==> config.mk <==
export PLATFORM = sky130hd
export DESIGN_NAME = instr_encoder_flat
export DESIGN_NICKNAME = d
export VERILOG_FILES = /design/src/rtl/instr_encoder_pkg.sv /design/src/rtl/instr_encoder_if.sv /design/src/rtl/instr_encoder_pack.sv /design/src/rtl/instr_encoder.sv /design/src/flat_wrapper.sv
export SDC_FILE = /design/constraint.sdc
export NUM_CORES = 1
export LEC_CHECK = 0
export CAP_MARGIN = 20
export CORE_MARGIN = 2
export CORE_UTILIZATION = 45
export DETAILED_ROUTE_END_ITERATION = 6
export PLACE_DENSITY_LB_ADDON = 0.1
export SYNTH_ARGS = -nofsm -noshare
export SYNTH_HDL_FRONTEND = slang
export SYNTH_SLANG_ARGS = --single-unit
==> constraint.sdc <==
create_clock -name clk -period 3.41 [get_ports clk]
set_input_delay 0.682 -clock clk [delete_from_list [all_inputs] [get_ports clk]]
set_output_delay 0.682 -clock clk [all_outputs]
set_load 0.005 [all_outputs]
==> src/rtl/instr_encoder_pkg.sv <==
// Shared MIPS encoding constants, request payload and field-packing helpers.
// The decoder compares against these same opcode/funct values.
package instr_encoder_pkg;

  localparam int unsigned KIND_W = 4;
  localparam int unsigned REG_W  = 5;
  localparam int unsigned IMM_W  = 16;
  localparam int unsigned TGT_W  = 26;
  localparam int unsigned OP_W   = 6;
  localparam int unsigned FN_W   = 6;
  localparam int unsigned WORD_W = 32;

  localparam logic [KIND_W-1:0] KIND_ADDU  = 4'd0;
  localparam logic [KIND_W-1:0] KIND_SUBU  = 4'd1;
  localparam logic [KIND_W-1:0] KIND_ORI   = 4'd2;
  localparam logic [KIND_W-1:0] KIND_LW    = 4'd3;
  localparam logic [KIND_W-1:0] KIND_SW    = 4'd4;
  localparam logic [KIND_W-1:0] KIND_BEQ   = 4'd5;
  localparam logic [KIND_W-1:0] KIND_LUI   = 4'd6;
  localparam logic [KIND_W-1:0] KIND_ADDI  = 4'd7;
  localparam logic [KIND_W-1:0] KIND_ADDIU = 4'd8;
  localparam logic [KIND_W-1:0] KIND_SLT   = 4'd9;
  localparam logic [KIND_W-1:0] KIND_J     = 4'd10;
  localparam logic [KIND_W-1:0] KIND_JAL   = 4'd11;
  localparam logic [KIND_W-1:0] KIND_JR    = 4'd12;

  localparam logic [OP_W-1:0] OP_RTYPE = 6'b000000;
  localparam logic [OP_W-1:0] OP_ADDI  = 6'b001000;
  localparam logic [OP_W-1:0] OP_ADDIU = 6'b001001;
  localparam logic [OP_W-1:0] OP_ORI   = 6'b001101;
  localparam logic [OP_W-1:0] OP_LW    = 6'b100011;
  localparam logic [OP_W-1:0] OP_SW    = 6'b101011;
  localparam logic [OP_W-1:0] OP_BEQ   = 6'b000100;
  localparam logic [OP_W-1:0] OP_LUI   = 6'b001111;
  localparam logic [OP_W-1:0] OP_J     = 6'b000010;
  localparam logic [OP_W-1:0] OP_JAL   = 6'b000011;

  localparam logic [FN_W-1:0] FN_ADDU = 6'b100001;
  localparam logic [FN_W-1:0] FN_SUBU = 6'b100011;
  localparam logic [FN_W-1:0] FN_SLT  = 6'b101010;
  localparam logic [FN_W-1:0] FN_JR   = 6'b001000;

  typedef enum logic [1:0] {ST_IDLE, ST_RUN, ST_STOP} state_e;

  typedef struct packed {
    logic [KIND_W-1:0] kind;
    logic [REG_W-1:0]  rs;
    logic [REG_W-1:0]  rt;
    logic [REG_W-1:0]  rd;
    logic [IMM_W-1:0]  imm;
    logic [TGT_W-1:0]  target;
  } req_t;

  // R-type word; shamt is always zero.
  function automatic logic [WORD_W-1:0] r_word(input logic [REG_W-1:0] rs,
                                                input logic [REG_W-1:0] rt,
                                                input logic [REG_W-1:0] rd,
                                                input logic [FN_W-1:0]  fn);
    return {OP_RTYPE, rs, rt, rd, 5'd0, fn};
  endfunction

  function automatic logic [WORD_W-1:0] i_word(input logic [OP_W-1:0]  op,
                                                input logic [REG_W-1:0] rs,
                                                input logic [REG_W-1:0] rt,
                                                input logic [IMM_W-1:0] imm);
    return {op, rs, rt, imm};
  endfunction

endpackage

==> src/rtl/instr_encoder_if.sv <==
// Request stream in, instruction-memory write port out.
interface instr_encoder_if
  import instr_encoder_pkg::*;
#(
  parameter int unsigned ADDR_W = 10
) ();

  logic              in_valid;
  logic              in_ready;
  logic [KIND_W-1:0] in_kind;
  logic [REG_W-1:0]  in_rs;
  logic [REG_W-1:0]  in_rt;
  logic [REG_W-1:0]  in_rd;
  logic [IMM_W-1:0]  in_imm;
  logic [TGT_W-1:0]  in_target;

  logic              im_we;
  logic              im_ready;
  logic [ADDR_W-1:0] im_addr;
  logic [WORD_W-1:0] im_wdata;

  modport master (
    output in_valid, in_kind, in_rs, in_rt, in_rd, in_imm, in_target, im_ready,
    input  in_ready, im_we, im_addr, im_wdata
  );

  modport slave (
    input  in_valid, in_kind, in_rs, in_rt, in_rd, in_imm, in_target, im_ready,
    output in_ready, im_we, im_addr, im_wdata
  );

endinterface

==> src/rtl/instr_encoder_pack.sv <==
// Combinational packer: request kind and fields -> 32-bit MIPS word plus legal flag.
module instr_pack
  import instr_encoder_pkg::*;
(
  input  req_t              req,
  output logic [WORD_W-1:0] word_c,
  output logic              legal_c
);

  // Unused fields are forced to zero by construction of each format.
  always_comb begin
    word_c  = '0;
    legal_c = 1'b1;
    case (req.kind)
      KIND_ADDU:  word_c = r_word(req.rs, req.rt, req.rd, FN_ADDU);
      KIND_SUBU:  word_c = r_word(req.rs, req.rt, req.rd, FN_SUBU);
      KIND_SLT:   word_c = r_word(req.rs, req.rt, req.rd, FN_SLT);
      KIND_JR:    word_c = r_word(req.rs, 5'd0, 5'd0, FN_JR);
      KIND_ORI:   word_c = i_word(OP_ORI,   req.rs, req.rt, req.imm);
      KIND_LW:    word_c = i_word(OP_LW,    req.rs, req.rt, req.imm);
      KIND_SW:    word_c = i_word(OP_SW,    req.rs, req.rt, req.imm);
      KIND_BEQ:   word_c = i_word(OP_BEQ,   req.rs, req.rt, req.imm);
      KIND_ADDI:  word_c = i_word(OP_ADDI,  req.rs, req.rt, req.imm);
      KIND_ADDIU: word_c = i_word(OP_ADDIU, req.rs, req.rt, req.imm);
      KIND_LUI:   word_c = i_word(OP_LUI,   5'd0,   req.rt, req.imm);
      KIND_J:     word_c = {OP_J,   req.target};
      KIND_JAL:   word_c = {OP_JAL, req.target};
      default:    legal_c = 1'b0;
    endcase
  end

endmodule

==> src/rtl/instr_encoder.sv <==
// Streaming MIPS instruction encoder/loader: packs requests and writes them
// sequentially into instruction memory through a registered, stallable port.
module instr_encoder
  import instr_encoder_pkg::*;
#(
  parameter int unsigned ADDR_W = 10,
  parameter int unsigned DEPTH  = 1024
) (
  input  logic              clk,
  input  logic              reset,
  input  logic              start,
  input  logic [ADDR_W-1:0] base_addr,
  instr_encoder_if.slave    bus,
  output logic [ADDR_W:0]   count,
  output logic              full,
  output logic              err
);

  localparam int unsigned CNT_W = ADDR_W + 1;

  state_e              state_q, state_d;
  logic [ADDR_W-1:0]   addr_q, addr_d;
  logic                im_we_q, im_we_d;
  logic [ADDR_W-1:0]   im_addr_q, im_addr_d;
  logic [WORD_W-1:0]   im_wdata_q, im_wdata_d;
  logic [CNT_W-1:0]    count_q, count_d;
  logic                full_q, full_d;
  logic                err_q, err_d;

  logic                in_ready_c;
  logic                accept_c;
  logic                wr_done_c;
  logic [WORD_W-1:0]   pack_word_c;
  logic                pack_legal_c;
  req_t                req_c;

  assign req_c = '{kind: bus.in_kind, rs: bus.in_rs, rt: bus.in_rt, rd: bus.in_rd,
                   imm: bus.in_imm, target: bus.in_target};

  instr_pack u_pack (
    .req     (req_c),
    .word_c  (pack_word_c),
    .legal_c (pack_legal_c)
  );

  // A pending word counts toward DEPTH so a session never exceeds DEPTH writes.
  always_comb begin
    wr_done_c  = im_we_q && bus.im_ready;
    in_ready_c = reset && !start && (state_q == ST_RUN)
                 && (!im_we_q || bus.im_ready)
                 && ((count_q + CNT_W'(im_we_q)) < CNT_W'(DEPTH));
    accept_c   = bus.in_valid && in_ready_c;

    state_d    = state_q;
    addr_d     = addr_q;
    im_we_d    = im_we_q;
    im_addr_d  = im_addr_q;
    im_wdata_d = im_wdata_q;
    count_d    = count_q;
    full_d     = full_q;
    err_d      = err_q;

    if (start) begin
      state_d = ST_RUN;
      addr_d  = base_addr;
      im_we_d = 1'b0;
      count_d = '0;
      full_d  = 1'b0;
      err_d   = 1'b0;
    end else begin
      if (wr_done_c) begin
        im_we_d = 1'b0;
        count_d = count_q + CNT_W'(1);
        if ((count_q + CNT_W'(1)) == CNT_W'(DEPTH)) begin
          full_d  = 1'b1;
          state_d = ST_STOP;
        end
      end
      if (accept_c) begin
        if (pack_legal_c) begin
          im_we_d    = 1'b1;
          im_addr_d  = addr_q;
          im_wdata_d = pack_word_c;
          addr_d     = addr_q + ADDR_W'(1);
        end else begin
          err_d   = 1'b1;
          state_d = ST_STOP;
        end
      end
    end
  end

  always_ff @(posedge clk) begin
    if (!reset) begin
      state_q    <= ST_IDLE;
      addr_q     <= '0;
      im_we_q    <= 1'b0;
      im_addr_q  <= '0;
      im_wdata_q <= '0;
      count_q    <= '0;
      full_q     <= 1'b0;
      err_q      <= 1'b0;
    end else begin
      state_q    <= state_d;
      addr_q     <= addr_d;
      im_we_q    <= im_we_d;
      im_addr_q  <= im_addr_d;
      im_wdata_q <= im_wdata_d;
      count_q    <= count_d;
      full_q     <= full_d;
      err_q      <= err_d;
    end
  end

  assign bus.in_ready = in_ready_c;
  assign bus.im_we    = im_we_q;
  assign bus.im_addr  = im_addr_q;
  assign bus.im_wdata = im_wdata_q;
  assign count        = count_q;
  assign full         = full_q;
  assign err          = err_q;

endmodule

==> src/flat_wrapper.sv <==
// flat-port wrapper written by rule: the top's interface ports become plain ports
module instr_encoder_flat import instr_encoder_pkg::*;
#(
  parameter int unsigned ADDR_W = 10,
  parameter int unsigned DEPTH  = 1024
)
  (clk, reset, start, base_addr, count, full, err, bus_in_valid, bus_in_kind, bus_in_rs, bus_in_rt, bus_in_rd, bus_in_imm, bus_in_target, bus_im_ready, bus_in_ready, bus_im_we, bus_im_addr, bus_im_wdata);
  instr_encoder_if #(.ADDR_W(ADDR_W)) bus_i ();
  input  logic clk;
  input  logic reset;
  input  logic start;
  input  logic [ADDR_W-1:0] base_addr;
  output logic [ADDR_W:0] count;
  output logic full;
  output logic err;
  input wire logic [$bits(bus_i.in_valid)-1:0] bus_in_valid;
  input wire logic [$bits(bus_i.in_kind)-1:0] bus_in_kind;
  input wire logic [$bits(bus_i.in_rs)-1:0] bus_in_rs;
  input wire logic [$bits(bus_i.in_rt)-1:0] bus_in_rt;
  input wire logic [$bits(bus_i.in_rd)-1:0] bus_in_rd;
  input wire logic [$bits(bus_i.in_imm)-1:0] bus_in_imm;
  input wire logic [$bits(bus_i.in_target)-1:0] bus_in_target;
  input wire logic [$bits(bus_i.im_ready)-1:0] bus_im_ready;
  output wire logic [$bits(bus_i.in_ready)-1:0] bus_in_ready;
  output wire logic [$bits(bus_i.im_we)-1:0] bus_im_we;
  output wire logic [$bits(bus_i.im_addr)-1:0] bus_im_addr;
  output wire logic [$bits(bus_i.im_wdata)-1:0] bus_im_wdata;
  assign bus_i.in_valid = bus_in_valid;
  assign bus_i.in_kind = bus_in_kind;
  assign bus_i.in_rs = bus_in_rs;
  assign bus_i.in_rt = bus_in_rt;
  assign bus_i.in_rd = bus_in_rd;
  assign bus_i.in_imm = bus_in_imm;
  assign bus_i.in_target = bus_in_target;
  assign bus_i.im_ready = bus_im_ready;
  assign bus_in_ready = bus_i.in_ready;
  assign bus_im_we = bus_i.im_we;
  assign bus_im_addr = bus_i.im_addr;
  assign bus_im_wdata = bus_i.im_wdata;
  instr_encoder #(.ADDR_W(ADDR_W), .DEPTH(DEPTH)) u_core (.clk(clk), .reset(reset), .start(start), .base_addr(base_addr), .bus(bus_i), .count(count), .full(full), .err(err));
endmodule
; After elaboration in Yosys (flattened, before gate mapping)
; Index checks and enable logic that the tools add are counted.
[word_totals]
inputBits = 76
mem_bits_ro = 0
mem_bits_rw = 0
n_memories = 0
regBits = 68
latchBits = 0
[classes]
bitwise = 3
multipliers = 0
shifts = 0
eq_ne = 14
reduce_logical = 18
div_mod_pow = 0
order_cmp = 1
add_sub_neg = 3
n_mux = 13
[ops]
columns = op, n
row1 = case mux 32 bit (13 select lines), 1
row2 = 2-to-1 mux 10 bit, 3
row3 = "equality test 4 bit, second input constant", 5
row4 = "equality test 4 x 3 -> 1 bit, second input constant", 4
row5 = OR reduction 13 bit, 1
row6 = adder 11 x 1 -> 11 bit, 1
row7 = "adder 11 x 1 -> 11 bit, second input constant", 1
row8 = "equality test 11 bit, second input constant", 1
row9 = "< comparator 11 bit, second input constant", 1
row10 = "adder 10 x 1 -> 10 bit, second input constant", 1
row11 = "equality test 4 x 2 -> 1 bit, second input constant", 2
row12 = 2-to-1 mux 2 bit, 4
row13 = logical AND 1 bit, 6
row14 = AND reduction 2 bit, 3
row15 = 2-to-1 mux 1 bit, 5
row16 = "equality test 4 x 1 -> 1 bit, second input constant", 1
row17 = zero test 4 bit, 1
row18 = nonzero test 2 bit, 2
row19 = NOT 1 bit, 3
row20 = AND reduction 3 bit, 1
row21 = "equality test 2 x 1 -> 1 bit, second input constant", 1
row22 = zero test 1 bit, 2
row23 = OR reduction 2 bit, 1
row24 = logical OR 1 bit, 1

; Logic depth before layout (Yosys ltp)
[logic_depth]
ltp_word = 8
mapped_depth = 9
mapped_depth_nobuf = 6

; Hierarchy
; A second synthesis with hierarchy kept.
[unflattened]
hier_cells = 456
hier_area_um2 = 3634.7
[by_module_without_submodules]
columns = mod, cells_per_inst, instances, seq_area_each_um2, area_per_inst_um2
row1 = instr_encoder, 359, 1, 1361.3, 3000.4
row2 = instr_pack, 97, 1, 0.0, 634.4

; Worst setup path before layout
; No wires, ideal clock.
[synth_path]
path_type = register to register
from = register u_core.count_q[0] (netlist: u_core.count[0])
to = register u_core.state_q[0]
path_stages_with_launch = 8
period_less_slack_ns = 2.352
n_path_buf = 1
slack_ns = 1.058
arrival_time_ns = 2.212
setup_ns = 0.140
cell_sequence = dfxtp_1 ha_1 clkbuf_1 nand3_1 xnor2_1 or4b_2 and4b_1 o32ai_1
[synth_between]
elab_chain_len = 7
elab_cells_between_ends = 11
[synth_rtl]
columns = element, line
row1 = "start, declared", instr_encoder.sv:26  ; logic [CNT_W-1:0] count_q, count_d;
row2 = "start signal, assigned", instr_encoder.sv:109  ; count_q <= count_d;
row3 = branches (longest 5 deep; another with adder 11 x 1 -> 11 bit), -
row4 = 2-to-1 mux 2 bit (*), instr_encoder.sv:79  ; if (accept_c) begin
row5 = 2-to-1 mux 1 bit (*), instr_encoder.sv:63  ; if (start) begin
row6 = "end signal, assigned", instr_encoder.sv:104  ; state_q <= state_d;
row7 = "end, declared", instr_encoder.sv:21  ; state_e state_q, state_d;
; Mark *: on every way between the ends.
; A chain may end at the register's enable or synchronous reset.

; Worst setup path in the final report
[layout_path]
from = register u_core.count_q[2] (netlist: u_core.count[2])
to = output port bus_in_ready
[layout_between]
elab_chain_len = 3
[layout_rtl]
columns = element, line
row1 = adder 11 x 1 -> 11 bit, instr_encoder.sv:51  ; && ((count_q + CNT_W'(im_we_q)) < CNT_W'(DEPTH));
row2 = < comparator 11 bit, instr_encoder.sv:51
row3 = logical AND 1 bit, instr_encoder.sv:51
row4 = "end, declared", flat_wrapper.sv:24  ; output wire logic [$bits(bus_i.in_ready)-1:0] bus_in_ready;
; No other way between the ends.

==> tab_implementation.tex <==
\begin{tabular}{lr}
\hline
Metric & Value \\
\hline
\multicolumn{2}{l}{\textbf{Outcome}} \\
\quad Outcome & finished, final reports clean \\
\multicolumn{2}{l}{\textbf{STA}} \\
\quad Share of the clock period used by the worst path & 0.926 \\
\quad Final Slew Violations & 0 \\
\quad Worst slew slack as a fraction of its limit & 0.386 \\
\quad Count of final setup violators & 0 \\
\quad Worst-Margin Slew & around 0.9 ns \\
\quad Setup clock skew after layout & 0.0110 ns \\
\quad Time the final worst path needs with I/O delays and setup & 3.16 ns \\
\quad RSZ-0062 raised after global routing & false \\
\quad Final count of hold timing violations & 0 \\
\quad Setup TNS & 0 ns \\
\quad Maximum clock rate & approximately 320 MHz \\
\multicolumn{2}{l}{\textbf{GRT}} \\
\quad Number of antenna violations at the first check in global routing & 0 \\
\quad Number of global-route vias before repair & $\sim$4000 \\
\quad Global router's overall resource usage & 0.254 \\
\quad Pin count of the biggest net entering global routing & 33 \\
\quad Grt total ovfl & 0 \\
\quad Wire length of the first global-routing pass & 18400 microns \\
\multicolumn{2}{l}{\textbf{Power}} \\
\quad Sw Share & 0.262 \\
\quad Proportion of power drawn by the clock network & 0.379 \\
\quad Peak supply drop & 0.181 mV \\
\quad Combinational Power Share & 0.161 \\
\quad Sequential share of power & 0.460 \\
\quad Switching Power & roughly 470 uW \\
\quad Leakage power of the design & $\sim$1.8 nW \\
\quad Total power divided by cell area & 332 nW/um\^{}2 \\
\quad Design internal power & 1.32 mW \\
\multicolumn{2}{l}{\textbf{Cells and area}} \\
\quad Area taken by flip-flops and latches & 1340 sq um \\
\quad ANT cells & 0 \\
\quad Layout Cells excl Fill & slightly below 700 \\
\quad Multi-input gate area in the final layout & approximately 2200 sq um \\
\quad Fraction of layout instances using a drive strength above 1 & 0.108 \\
\quad P\&R area growth vs syn & 41.7\% \\
\quad Post-layout utilization of the core & 0.657 \\
\quad Number of nets at the end of the flow & 659 \\
\quad Summed area of non-filler cells in the final layout & about 5400 sq um \\
\quad Total of fill cells in the finished design & $\sim$700 \\
\multicolumn{2}{l}{\textbf{Logic synthesis}} \\
\quad Fraction of registers with async set/reset & 0 \\
\quad Cell count after synthesis & 465 \\
\quad Count of yosys warnings during synthesis & 0 \\
\quad Share of synthesized area occupied by flip-flops and latches & 0.354 \\
\quad Syn\_area\_per\_cell & 8.15 sq um \\
\quad Post-synth net total & roughly 540 \\
\quad Distinct cells, synth & 60 \\
\quad Cell Area, Synth & around 3800 sq um \\
\quad Count of flip-flops with a built-in enable after synthesis & 0 \\
\quad Synth Register Bits & 67 \\
\quad Primary flip-flop cell chosen by synthesis mapping & sky130\_fd\_sc\_hd\_\_dfxtp\_1 \\
\multicolumn{2}{l}{\textbf{Die}} \\
\quad Row count & 33 \\
\quad Starting density of the core & 0.464 \\
\quad Die outline area & between 9000 and 10000 sq um \\
\quad Boundary pin count & between 100 and 150 \\
\quad DIE WIDTH & between 90 and 100 microns \\
\quad Core Area & roughly 8200 sq um \\
\quad Vert. Die Dim & 95.8 microns \\
\multicolumn{2}{l}{\textbf{Clocking}} \\
\quad Root buffer cell & sky130\_fd\_sc\_hd\_\_clkbuf\_8 \\
\quad Number of buffers added by the clock tree synthesis step & 9 \\
\quad \# resized after CTS & 0 \\
\quad CTS tree & yes \\
\quad Latest clock arrival within the worst-skew pair & approximately 0.35 ns \\
\quad CTS H-tree lvls & 3 \\
\quad Post-CTS setup buffers & 0 \\
\quad Clock transition time at the flip-flop clock pins of the worst setup and hold paths & about 0.080 ns \\
\quad CTS Hold Bufs & 0 \\
\quad Clock sink count & between 60 and 70 \\
\quad Clock Path Buffers & 2 \\
\multicolumn{2}{l}{\textbf{Worst setup path}} \\
\quad Dominant delay contributor by cell family on the critical path & simple AND/OR/NAND/NOR gates \\
\quad Number of buffers and inverters on the critical path & 1 \\
\quad Worst EP required & between 2 and 3 ns \\
\quad Crit path arrival time & around 2.5 ns \\
\quad Max stage delay cell, worst path & sky130\_fd\_sc\_hd\_\_dfxtp\_1 \\
\quad Reg2reg setup slack & around 0.75 ns \\
\quad Setup crit end kind & output pin \\
\quad CP Launch Type & register \\
\quad Crit Path Max Fanout & 10 \\
\quad Type of the setup path with the least slack & register to output pin \\
\quad Delay contributed by the slowest stage of the critical path & about 0.55 ns \\
\quad Cells along the critical path & nand4\_2, nor4\_4, xor2\_2, nor2\_1, clkdlybuf4s50\_1 \\
\multicolumn{2}{l}{\textbf{Detailed routing}} \\
\quad Residual antenna-violating net count after detailed routing & 0 \\
\quad Vias post-DR & a little over 4000 \\
\quad DRC errors left & 0 \\
\quad Violation count after the first detailed-routing iteration & 227 \\
\quad Average via count per standard cell & 5.93 \\
\quad Routed wire per std cell & roughly 16 microns \\
\quad Wirelength, routed & $\sim$11000 microns \\
\quad Length of the first detailed-routing pass in iterations & 5 \\
\multicolumn{2}{l}{\textbf{Placed design}} \\
\quad I/O Buffers & 131 \\
\quad Count of placed standard cells including taps & between 600 and 700 \\
\quad HPWL after DPL & 8140 microns \\
\quad Area after DPL & 5170 sq um \\
\quad GP Congestion & 0.846 \\
\multicolumn{2}{l}{\textbf{Hold path}} \\
\quad Worst hold-check path type & register to register \\
\multicolumn{2}{l}{\textbf{Job}} \\
\quad Max-capacitance violation count & 0 \\
\hline
\end{tabular}
-- sequential cells by signal (all words and copies together), names as in the netlist --
signal	flops
u_core.count	11
u_core.bus.im_we	1
u_core.bus.im_wdata	31
u_core.bus.im_addr	10
u_core.full	1
u_core.state_q	2
u_core.err	1
u_core.addr_q	10
-- power by group through the flow --
stage / Sequential [mW] / Combinational (mW) / Clock, mW
5_1_grt: 0.824 / 0.314 / 0.724
6_report: 0.821 / 0.287 / 0.677
3_3_place_gp: 0.838 / 0.282 / 0
4_1_cts: 0.820 / 0.286 / 0.689
3_5_place_dp: 0.839 / 0.285 / 0
2_1_floorplan: 0.835 / 0.137 / 0
-- cell families (layout without fill, tap and decap cells) --
family / count (synthesis) / after routing / synth area share
AO/OA/AOI/OAI: 188 / 188 / 0.339
AND/OR/NAND/NOR: 134 / 134 / 0.190
flip-flops: 67 / 67 / 0.354
buffers and inverters: 56 / 176 / 0.0667
XOR/XNOR: 14 / 14 / 0.0343
adder cells (fa/ha/maj): 3 / 3 / 0.00991
multiplexers: 2 / 2 / 0.00528
other: 1 / 1 / 0.000989
-- per-layer routing --
layer | part of all wire | track usage | up-vias
met4 | 0.025 | 0.100 | 0
li1 | - | - | 1969
met2 | 0.48 | 0.415 | 147
met1 | 0.42 | 0.323 | 1955
met5 | 0 | 0 | -
met3 | 0.073 | 0.0626 | 24
-- worst paths after layout --
kind                                  from                                   to  cells after the start
max           u_core.count[2]$_SDFFE_PP0P_                         bus_in_ready                      5
min          u_core.addr_q[9]$_SDFFE_PN0P_   u_core.bus.im_addr[9]$_SDFFE_PN0P_                      2
min reg2reg  u_core.addr_q[9]$_SDFFE_PN0P_   u_core.bus.im_addr[9]$_SDFFE_PN0P_                      2
max reg2reg   u_core.count[2]$_SDFFE_PP0P_  u_core.bus.im_wdata[0]$_SDFFE_PN0P_                      6
-- tightest hold or removal path, cell delays in order (launching register included) --
cell and delay (ns):
sky130_fd_sc_hd__dfxtp_1 0.32, sky130_fd_sc_hd__nand3_1 0.06, sky130_fd_sc_hd__a21oi_1 0.05
-- cells in the final DEF, fill, tap and decap left out, drive strengths merged, types with 6 or more instances in the layout --
| cell | instances |
|---|---|
| o21ai | 45 |
| buf | 17 |
| nor3 | 13 |
| nand2 | 20 |
| nand3 | 24 |
| inv | 11 |
| xnor2 | 9 |
| a211oi | 24 |
| clkbuf | 10 |
| nand4 | 11 |
| a22oi | 12 |
| nor2 | 29 |
| a31oi | 6 |
| o2111ai | 6 |
| a21oi | 64 |
| dfxtp | 67 |
| clkdlybuf4s50 | 131 |
-- cells in the mapped netlist, drive strengths merged, types with 6 or more instances --
| cell type | instances | area [sq um] |
|---|---|---|
| o21ai | 45 | 225 |
| a22oi | 12 | 90.1 |
| a211oi | 24 | 285 |
| nor2 | 29 | 111 |
| xnor2 | 9 | 78.8 |
| nand3 | 24 | 120 |
| clkbuf | 27 | 101 |
| a31oi | 6 | 37.5 |
| dfxtp | 67 | 1340 |
| nand4 | 11 | 75.1 |
| nand2 | 20 | 75.1 |
| nor3 | 13 | 65.1 |
| inv | 11 | 41.3 |
| buf | 17 | 106 |
| o2111ai | 6 | 52.6 |
| a21oi | 64 | 320 |
-- cell type report --
type | instances | area share
Clock buffer | 10 | 0.0256
Multi-Input combinational cell | 342 | 0.412
Clock inverter | 6 | 0.0121
Timing Repair Buffer | 148 | 0.268
Inverter | 12 | 0.00839
Tap cell | 105 | 0.0245
Sequential cell | 67 | 0.250
-- stage by stage --
step                      total power [mW]  setup WS [ns]  hold WS, ns
after floorplan                      0.973           1.06        0.444
after global placement                1.12          0.533        0.458
after detailed placement              1.12          0.416        0.461
after CTS                             1.80          0.234        0.472
after global routing                  1.86         0.0432        0.500
final                                 1.78          0.253        0.469
(Power assumes the default switching activity.)
